File: src/rtl/rot_dma_ctrl.sv
// rot_dma_ctrl: DMA responder executing read/write commands as AHB-Lite INCR bursts.
// Read beats are staged in an internal FIFO and replayed by later write commands.
// Optional feature macro: ROT_DMA_STATS_EN adds O_RD_BEATS / O_WR_BEATS beat counters.
module rot_dma_ctrl #(
    parameter int FIFO_DEPTH = 16
) (
`ifdef ROT_DMA_STATS_EN
    output logic [15:0] O_RD_BEATS,
    output logic [15:0] O_WR_BEATS,
`endif
    input  logic        I_HCLK,
    input  logic        I_HRESET,
    input  logic [31:0] I_ADDR,
    input  logic [2:0]  I_SIZE,
    input  logic        I_WRITE,
    input  logic        I_BUSY,
    input  logic [4:0]  I_COUNT,
    output logic        O_DMA_READY,
    output logic        O_BUSY,
    output logic        O_ERR,
    input  logic        I_ERR_CLR,
    output logic [31:0] O_HADDR,
    output logic [1:0]  O_HTRANS,
    output logic        O_HWRITE,
    output logic [2:0]  O_HSIZE,
    output logic [2:0]  O_HBURST,
    output logic [31:0] O_HWDATA,
    input  logic [31:0] I_HRDATA,
    input  logic        I_HREADY,
    input  logic        I_HRESP
);

    localparam int          AW      = $clog2(FIFO_DEPTH);
    localparam int          CW      = AW + 1;
    localparam logic [31:0] DEPTH32 = FIFO_DEPTH;
    localparam logic [CW-1:0] DEPTH_C = CW'(FIFO_DEPTH);

    typedef enum logic [1:0] {S_IDLE, S_ADDR, S_LAST, S_ERR} state_t;

    state_t          r_state;
    state_t          w_next;
    logic [31:0]     r_addr;
    logic [2:0]      r_size;
    logic            r_write;
    logic [CW-1:0]   r_beats;
    logic            r_first;
    logic            r_dphase;
    logic            r_err;
    logic [31:0]     r_mem [FIFO_DEPTH];
    logic [AW-1:0]   r_wptr;
    logic [AW-1:0]   r_rptr;
    logic [CW-1:0]   r_fifo_cnt;

    logic [CW-1:0]   w_beats;
    logic [CW-1:0]   w_space;
    logic [2:0]      w_size;
    logic            w_ready;
    logic            w_accept;
    logic            w_data_err;
    logic            w_data_done;
    logic            w_addr_done;
    logic            w_push;
    logic            w_pop;

    assign w_beats = (I_COUNT == 5'd0)            ? CW'(1) :
                     ({27'd0, I_COUNT} > DEPTH32) ? DEPTH_C :
                                                    CW'(I_COUNT);
    assign w_size  = (I_SIZE > 3'd2) ? 3'd2 : I_SIZE;
    assign w_space = DEPTH_C - r_fifo_cnt;
    assign w_ready = (r_state == S_IDLE) && !r_err &&
                     (I_WRITE ? (r_fifo_cnt >= w_beats) : (w_space >= w_beats));
    assign w_accept    = I_BUSY && w_ready;
    assign w_data_err  = r_dphase && I_HRESP;
    assign w_data_done = r_dphase && I_HREADY && !I_HRESP;
    assign w_addr_done = (r_state == S_ADDR) && I_HREADY && !w_data_err;
    assign w_push      = w_data_done && !r_write && !I_ERR_CLR;
    assign w_pop       = w_data_done && r_write && !I_ERR_CLR;

    assign O_DMA_READY = w_ready;
    assign O_BUSY      = (r_state != S_IDLE);
    assign O_ERR       = r_err;
    assign O_HADDR     = r_addr;
    assign O_HWRITE    = r_write;
    assign O_HSIZE     = r_size;
    assign O_HBURST    = 3'b001;
    assign O_HTRANS    = (r_state != S_ADDR) ? 2'b00 :
                         (r_first || (r_addr[9:0] == 10'd0)) ? 2'b10 : 2'b11;
    assign O_HWDATA    = (r_dphase && r_write) ? r_mem[r_rptr] : 32'd0;

    // Burst state register; reset aborts any burst in flight.
    always_ff @(posedge I_HCLK or posedge I_HRESET) begin
        if (I_HRESET) r_state <= S_IDLE;
        else          r_state <= w_next;
    end

    // Next-state logic: address phases, trailing data phase, one-cycle error recovery.
    always_comb begin
        w_next = r_state;
        case (r_state)
            S_IDLE: if (w_accept) w_next = S_ADDR;
            S_ADDR: begin
                if (w_data_err)                           w_next = S_ERR;
                else if (I_HREADY && (r_beats == CW'(1))) w_next = S_LAST;
            end
            S_LAST: begin
                if (w_data_err)    w_next = S_ERR;
                else if (I_HREADY) w_next = S_IDLE;
            end
            S_ERR:   w_next = S_IDLE;
            default: w_next = S_IDLE;
        endcase
    end

    // Command latch, address sequencing, data-phase tracking and sticky error flag.
    always_ff @(posedge I_HCLK or posedge I_HRESET) begin
        if (I_HRESET) begin
            r_addr   <= 32'd0;
            r_size   <= 3'd0;
            r_write  <= 1'b0;
            r_beats  <= '0;
            r_first  <= 1'b0;
            r_dphase <= 1'b0;
            r_err    <= 1'b0;
        end else begin
            if (w_accept) begin
                r_addr  <= I_ADDR;
                r_size  <= w_size;
                r_write <= I_WRITE;
                r_beats <= w_beats;
                r_first <= 1'b1;
            end else if (w_addr_done) begin
                r_addr  <= r_addr + (32'd1 << r_size);
                r_beats <= r_beats - CW'(1);
                r_first <= 1'b0;
            end
            if (w_data_err)                              r_dphase <= 1'b0;
            else if (w_addr_done)                        r_dphase <= 1'b1;
            else if ((r_state == S_LAST) && I_HREADY)    r_dphase <= 1'b0;
            if (w_data_err)     r_err <= 1'b1;
            else if (I_ERR_CLR) r_err <= 1'b0;
        end
    end

    // FIFO pointers and occupancy; an error clear flushes everything.
    always_ff @(posedge I_HCLK or posedge I_HRESET) begin
        if (I_HRESET) begin
            r_wptr     <= '0;
            r_rptr     <= '0;
            r_fifo_cnt <= '0;
        end else if (I_ERR_CLR) begin
            r_wptr     <= '0;
            r_rptr     <= '0;
            r_fifo_cnt <= '0;
        end else begin
            if (w_push) begin
                r_wptr     <= r_wptr + AW'(1);
                r_fifo_cnt <= r_fifo_cnt + CW'(1);
            end else if (w_pop) begin
                r_rptr     <= r_rptr + AW'(1);
                r_fifo_cnt <= r_fifo_cnt - CW'(1);
            end
        end
    end

    // FIFO storage captures read data on each completed read beat.
    always_ff @(posedge I_HCLK) begin
        if (w_push) r_mem[r_wptr] <= I_HRDATA;
    end

`ifdef ROT_DMA_STATS_EN
    // Free-running completed-beat counters per direction.
    always_ff @(posedge I_HCLK or posedge I_HRESET) begin
        if (I_HRESET) begin
            O_RD_BEATS <= 16'd0;
            O_WR_BEATS <= 16'd0;
        end else if (w_data_done) begin
            if (r_write) O_WR_BEATS <= O_WR_BEATS + 16'd1;
            else         O_RD_BEATS <= O_RD_BEATS + 16'd1;
        end
    end
`endif

endmodule

File: config.mk
export PLATFORM = sky130hd
export DESIGN_NAME = rot_dma_ctrl
export DESIGN_NICKNAME = d
export VERILOG_FILES = /design/src/rtl/rot_dma_ctrl.sv
export SDC_FILE = /design/constraint.sdc
export NUM_CORES = 1
export LEC_CHECK = 0
export CAP_MARGIN = 20
export CORE_ASPECT_RATIO = 1.5
export CORE_MARGIN = 2
export CORE_UTILIZATION = 50
export DETAILED_ROUTE_END_ITERATION = 10
export DONT_BUFFER_PORTS = 1
export GPL_ROUTABILITY_DRIVEN = 0
export PLACE_DENSITY = 0.69
export SYNTH_ARGS = -nofsm -noshare
export SYNTH_HDL_FRONTEND = slang
export SYNTH_SLANG_ARGS = --single-unit
export TNS_END_PERCENT = 5
File: constraint.sdc
create_clock -name I_HCLK -period 3.3 [get_ports I_HCLK]
set_input_delay 0.165 -clock I_HCLK [delete_from_list [all_inputs] [get_ports I_HCLK]]
set_output_delay 0.165 -clock I_HCLK [all_outputs]
set_load 0.02 [all_outputs]
==> results of run 1 <==
logic make-up (layout without fill, tap and decap cells):
logic type / count (synthesis) / in the layout / share of synthesized area
compound gates: 108 / 108 / 0.0304
fa+ha+maj: 30 / 30 / 0.0165
other cells: 2 / 6 / 0.000318
simple gates: 226 / 226 / 0.0541
xor+xnor: 19 / 19 / 0.00705
buf+inv: 94 / 239 / 0.0185
flops: 571 / 571 / 0.714
mux: 175 / 175 / 0.159
report_power, final:
part | internal, mW | total [mW] | switching (mW)
Combinational | 1.01 | 2.50 | 1.49
Sequential | 8.18 | 8.85 | 0.672
Clock | 3.47 | 6.00 | 2.53
Total | 12.7 | 17.4 | 4.69
flip-flops by register name, indices dropped and copies added (netlist names), 2 cells and up:
name        cells
r_beats         5
O_HADDR        32
O_HSIZE         3
r_mem         512
r_rptr          4
r_state         2
r_wptr          4
r_fifo_cnt      5
stage by stage:
step	utilization	hold slack [ps]	worst slack (ps)	cell area, sq um	cells
global placement	0.527	132	348	24600	1793
floorplan	-	228	466	23600	1226
detailed placement	0.527	141	228	24600	1793
finish	0.581	49.1	184	27100	1968
global route	0.581	78.1	21.3	27100	1967
CTS	0.581	32.3	128	27100	1965
final cells by class:
cell class                      instances  share of cell area
Antenna cell                            3            0.000277
Clock buffer                           61              0.0500
Clock inverter                         32              0.0122
Inverter                               26             0.00360
Multi-Input combinational cell        561               0.234
Sequential cell                       571               0.621
Tap cell                              594              0.0274
Timing Repair Buffer                  120              0.0506
path summary, 6_finish.rpt:
path	from	end	slack, ps	depth (start not counted)
setup / recovery	r_rptr[0]$_DFFE_PP0P_	O_HWDATA[17]	180	4
hold / removal	I_COUNT[1]	r_beats[1]$_DFFE_PP0P_	50	3
setup reg to reg	O_HSIZE[1]$_DFFE_PP0P_	O_HADDR[24]$_DFFE_PP0P_	190	9
hold reg to reg	r_first$_DFFE_PP0P_	r_first$_DFFE_PP0P_	550	2
max in group asynchronous	I_HRESET	O_HADDR[3]$_DFFE_PP0P_	2300	3
min in group asynchronous	I_HRESET	O_HADDR[24]$_DFFE_PP0P_	110	2
critical path, delay by kind of cell, from the launching register on:
kind                   cells  cell delay [ps]
muxes                      2             1070
DFF                        1              560
buffers and inverters      1              410
and+or+nand+nor            1              280
cells in the final DEF (no fill, tap or decap), types with 17 or more instances in the layout:
cell	n
sky130_fd_sc_hd__edfxtp_1	512
sky130_fd_sc_hd__mux4_2	160
sky130_fd_sc_hd__dlygate4sd3_1	79
sky130_fd_sc_hd__dfrtp_1	54
sky130_fd_sc_hd__clkbuf_16	53
sky130_fd_sc_hd__nand2_1	42
sky130_fd_sc_hd__and3_1	37
sky130_fd_sc_hd__nor4_1	28
sky130_fd_sc_hd__ha_1	28
sky130_fd_sc_hd__inv_1	25
sky130_fd_sc_hd__nor2_1	23
sky130_fd_sc_hd__a31oi_1	22
sky130_fd_sc_hd__buf_12	22
sky130_fd_sc_hd__o31ai_1	19
sky130_fd_sc_hd__buf_4	19
sky130_fd_sc_hd__a21oi_1	18
sky130_fd_sc_hd__clkinv_1	17
routing by layer:
layer | vias up | track usage
met5 | - | 0
met4 | 0 | 0.0612
met3 | 72 | 0.0409
met2 | 433 | 0.380
met1 | 6455 | 0.273
li1 | 5283 | -
==> results list, run 1 <==
* Skew-Pair Late Insertion Delay: 570 ps
* Crit path max-delay cell type: sky130_fd_sc_hd__mux4_2
* Tcrit/Tclk final: 0.944
* Clock Sinks: 571
- For this run, the leading register cell type out of synthesis is sky130_fd_sc_hd__edfxtp_1.
* GRT Overall Usage: 0.216
* Starting density of the core: 0.505
- For the final database, setup skew stands at 26.6 ps.
- In this run the post-CTS setup repair buffer count came out at 0.
- Setup crit start kind: register
* Cell leakage power: 8.77 nW
- Cells taking the most area after synthesis: sky130_fd_sc_hd__edfxtp_1, sky130_fd_sc_hd__mux4_2, sky130_fd_sc_hd__dfrtp_1, sky130_fd_sc_hd__ha_1, sky130_fd_sc_hd__and3_1
* Vias per cell: 6.22
* Core Area: 46,700 sq um
* Vertical extent of the die: 270 um
- Status: finished clean
* Arr. time, crit path: 2950 ps
- Cell-by-cell trace of the critical path: buf_12 -> mux4_2 -> mux4_2 -> and3_1
- Share of layout cells above drive strength 1: 0.220
- Hold WC Path Type: in -> reg
- Number of setup violations in the final report: 0
- Area overhead of the layout relative to synthesis: 14.9%
* Top Ports: 155
- Syn Inst Count: 1,225
* CP max FO: 54
- Post-CTS sizing: 0
- DRC marker count from the first detailed-route iteration: 1,014
- Area enclosed by the die boundary: 49,000 sq um
* Required time of the critical path: 3130 ps
- At the pin with the least slew margin, the transition time is 1080 ps.
- After routing, the total negative slack on setup checks comes to 0 ps.
- Average detailed-routed wire length per instance: 26.5 um
* DRC violations left: 0
* Final global-route overflow total: 0
- The final layout contains routed wiring with a total length of 52.2 mm.
* First-pass GRT wire length: 78.7 mm
* Post-synth EDFFs: 512
* Number of antenna-violating nets in the routed design: 0
- Max-cap violations in this run came to 0.
* Hold Vio Cnt, Final: 0
- Summing every instance area after synthesis gives 23,600 sq um.
* Register area: 16,900 sq um
- Clock tree synthesis selected as its root buffer the cell sky130_fd_sc_hd__clkbuf_16.
- Final net count: 1,440
- The share of the Yosys chip area taken by registers is 0.714.
* Post-synthesis async set-or-reset flop share: 0.103
- The number of different library cells used by synthesis comes to 59.
* Top cells by count, synth: sky130_fd_sc_hd__edfxtp_1, sky130_fd_sc_hd__mux4_2, sky130_fd_sc_hd__dfrtp_1, sky130_fd_sc_hd__nand2_1, sky130_fd_sc_hd__clkbuf_1
* Routed vias: 12,200
* Final period demand of the worst path: 3120 ps
* Number of buffers added on ports: 0
- The floorplan has 97 rows.
- For this design the ratio of total power to cell area is 640 nW/um^2.
- Share of the synthesized area in the top cell type: 0.651
- The number of global-route vias before repair came to 12,600.
* Die Wd: 181 um
- Crit path largest cell delay: 570 ps
- Clock buffer depth: 3
- DP Wirelength: 29.1 mm
- The count of final max-slew check failures is 0.
* Count of TritonRoute iterations in the first routing pass: 4
- Flip-flop and latch count after synthesis: 571
- Number of warnings reported in the yosys synthesis log: 0
- Summed over all nets, wire length on met2 after detailed routing comes to 27.3 mm.
- The number of clock buffers added by TritonCTS is 51.
- Cell accounting for the most synthesized area: sky130_fd_sc_hd__edfxtp_1
- Top metal layer carrying routed signals: met4
* Unrepaired setup endpoints after global routing: false
* Initial antenna violation count: 3
- Entering global routing, the biggest net connects 55 pins.
- Counting the fill cells in the layout gives 3,325.
- Met1 wire length: 20.4 mm
* H-tree lvl count: 2
- By instance count, the cell type seen most on the critical path is sky130_fd_sc_hd__mux4_2.
- WL met3: 3.38 mm
- Power comes to 17.4 mW.
* Worst setup path category: reg -> out
- Leading cell type by number of instances after synthesis: sky130_fd_sc_hd__edfxtp_1
* Worst max-slew margin expressed relative to the limit: 0.281
- After clock tree synthesis, the clock-pin slew on the worst setup and hold paths is 60 ps.
- Endpoint kind of the worst setup timing path: output port
- Worst IR Drop VDD: 403 uV
- CTS tree: yes
- The average instance in the mapped netlist occupies 19.3 sq um.
* Post-CTS Hold Buffers: 79
* Multi-input gate area in the final layout: 6360 sq um
- Fmax achieved: 321 MHz
Note: power is estimated with default switching activity, not from simulation.
==> inputs of run 2 (changes only) <==
CORE_UTILIZATION = 35   (was 50)
PLACE_DENSITY = 0.53   (was 0.69)
==> results list, run 2 (synthesis results as in run 1) <==
- The H-tree depth reported by CTS is 2 (unchanged).
* Die Wd: 216 um (+19%)
- The clock latency at the later pin of the worst-skew pair came to 610 ps (+40 ps).
- Max cap viols: 0 (unchanged)
- Overall routed net length: 57.2 mm (+9.6%)
* DRC marker count from the first detailed-route iteration: 876 (-14%)
- Non-filler cells, final: 2,280 (+16%)
- The total power after layout is 17.5 mW (+0.56%).
- Number of buffers added on ports: 0 (unchanged)
- Endpoint kind of the worst setup timing path: output port
- Hold Vio Cnt, Final: 0 (unchanged)
* Cell leakage power: 8.87 nW (+1.1%)
- The library cell used most frequently in the layout, excluding fill and tap cells, is sky130_fd_sc_hd__edfxtp_1.
- The number of vias per cell after detailed routing came to 5.38 (-14%).
- Largest net degree at the start of global routing: 42 (-24%)
* Arr. time, crit path: 2960 ps (about the same)
* DRC violations left: 0 (unchanged)
- The detailed-routing iteration count for the pre-antenna-repair pass is 5 (+1).
* Least-Margin Pin Slew: 812 ps (-267 ps)
- Area enclosed by the die boundary: 69,600 sq um (+42%)
- Max reg flops: 512 (unchanged)
- Number of rows created at floorplan: 116 (+20%)
- Tcrit/Tclk final: 0.947 (+0.00279)
- The setup path with the least slack is of type reg -> out.
- The post-detailed-placement cell area was 25,000 sq um (+1.6%).
- Required time of the critical path: 3130 ps (about the same)
- The starting density of the core was 0.354 (-0.152).
- Top Ports: 155 (unchanged)
* # fillers: 5,930 (+78%)
* Number of setup violations in the final report: 0 (unchanged)
* Final-layout setup total negative slack: 0 ps (unchanged)
- The relative max-transition margin came to 0.457 (+0.177).
* Status: finished clean
* Register area: 16,900 sq um (about the same)
- Worst IR Drop VDD: 442 uV (+9.5%)
- The highest fanout seen on the critical path was 14 (-74%).
- Number of antenna-violating nets in the routed design: 0 (unchanged)
- The final net count is 1,464 (+1.7%).
* Core occupancy in the finished layout: 0.413 (-0.168)
* Hold WC Path Type: in -> reg
* Placed Cells incl. Taps: 2,104 (+17%)
- Root buffer selected by CTS: sky130_fd_sc_hd__clkbuf_16
- Post-layout instance area: 27,500 sq um (+1.5%)
* Largest register by flop count: r_mem
* Share of layout cells above drive strength 1: 0.235 (+0.0150)
- Critical path origin: r_rptr[0]$_DFFE_PP0P_
* DP Wirelength: 32.8 mm (+13%)
- The global-route wire length before repair is 84.0 mm (+6.8%).
* Unrepaired setup endpoints after global routing: false
- Clock buffers created by TritonCTS: 52 (+2.0%)
- The area growth from synthesis to layout is 16.6%.
- Routed vias: 12,300 (+0.098%)
- Clock buffer depth: 3 (unchanged)
- Setup slack of the critical path after layout: 175 ps (-9.21 ps)
- TritonCTS built the clock tree.
* Clock Sinks: 571 (unchanged)
- Initial antenna violation count: 3 (unchanged)
* GRT Overall Usage: 0.164 (-0.0518)
* Final period demand of the worst path: 3120 ps (+9.21 ps)
* Worst setup slack after placement: 283 ps (+54.8 ps)
* Average detailed-routed wire length per instance: 25.1 um (-5.4%)
- The multi-input combinational cell area was 6360 sq um (unchanged).
- Fmax achieved: 320 MHz (-0.29%)
- The number of global-route vias before repair came to 12,800 (+1.6%).
- Core Area: 66,800 sq um (+43%)
- Setup crit start kind: register
- The total congestion overflow is 0 (unchanged).
- The die span in y is 322 um (+19%).
* Highest-count cells in the layout ignoring fill and taps: sky130_fd_sc_hd__edfxtp_1, sky130_fd_sc_hd__mux4_2, sky130_fd_sc_hd__dlygate4sd3_1, sky130_fd_sc_hd__dfrtp_1, sky130_fd_sc_hd__clkbuf_16
- Worst r2r src: O_HSIZE[1]$_DFFE_PP0P_
* Clock slew at the register clock pins of the worst setup and hold paths: 70 ps (about the same)
- Power per cell area: 634 nW/um^2 (-0.93%)
- The post-route worst hold slack came to 42.6 ps (-6.51 ps).
* Number of pins exceeding their max-slew limit in the final report: 0 (unchanged)
* Min-delay src: I_COUNT[3]
- The worst clock skew on the final layout came to 18.7 ps (-7.86 ps).
[run 2: layout make-up]
class	instances	share of cell area
antenna	1	0.0000909
clock buffer	61	0.0492
clock inverter	32	0.0108
inverter	26	0.00354
multi-input combinational	561	0.231
sequential	571	0.612
tap	885	0.0402
timing repair buffer	143	0.0528
[run 2: worst max-delay path, cell delays in order (launching register included)]
cell	delay (ps)
sky130_fd_sc_hd__dfrtp_4	720
sky130_fd_sc_hd__buf_4	290
sky130_fd_sc_hd__mux4_2	500
sky130_fd_sc_hd__mux4_2	540
sky130_fd_sc_hd__and3_1	280
[run 2: where the power goes]
part	internal (mW)	switching [mW]
Clock	3.33	2.64
Combinational	1.06	1.56
Sequential	8.18	0.680
Total	12.6	4.89
[run 2: timing repair]
action,in CTS,in global routing
pin swaps,0,0
gates resized for setup,0,2
hold buffers,81,0
endpoints found under the setup margin,3,1
buffers inserted,1,0
endpoints found under the hold margin,603,0
[run 2: path summary, 6_finish.rpt]
path	end	depth (start not counted)	slack, ps
min in group asynchronous	O_HADDR[24]$_DFFE_PP0P_	2	150
max in group asynchronous	O_HADDR[4]$_DFFE_PP0P_	3	2260
hold / removal	r_beats[0]$_DFFE_PP0P_	4	40
setup reg to reg	O_HADDR[24]$_DFFE_PP0P_	7	270
setup / recovery	O_HWDATA[24]	4	180
hold reg to reg	r_first$_DFFE_PP0P_	2	520
[run 2: routing by layer]
layer,share of wire,vias up,GRT usage
met4,0.022,4,0.0455
met3,0.055,88,0.0350
li1,-,5319,-
met2,0.52,328,0.293
met5,0.00042,-,0
met1,0.40,6516,0.200
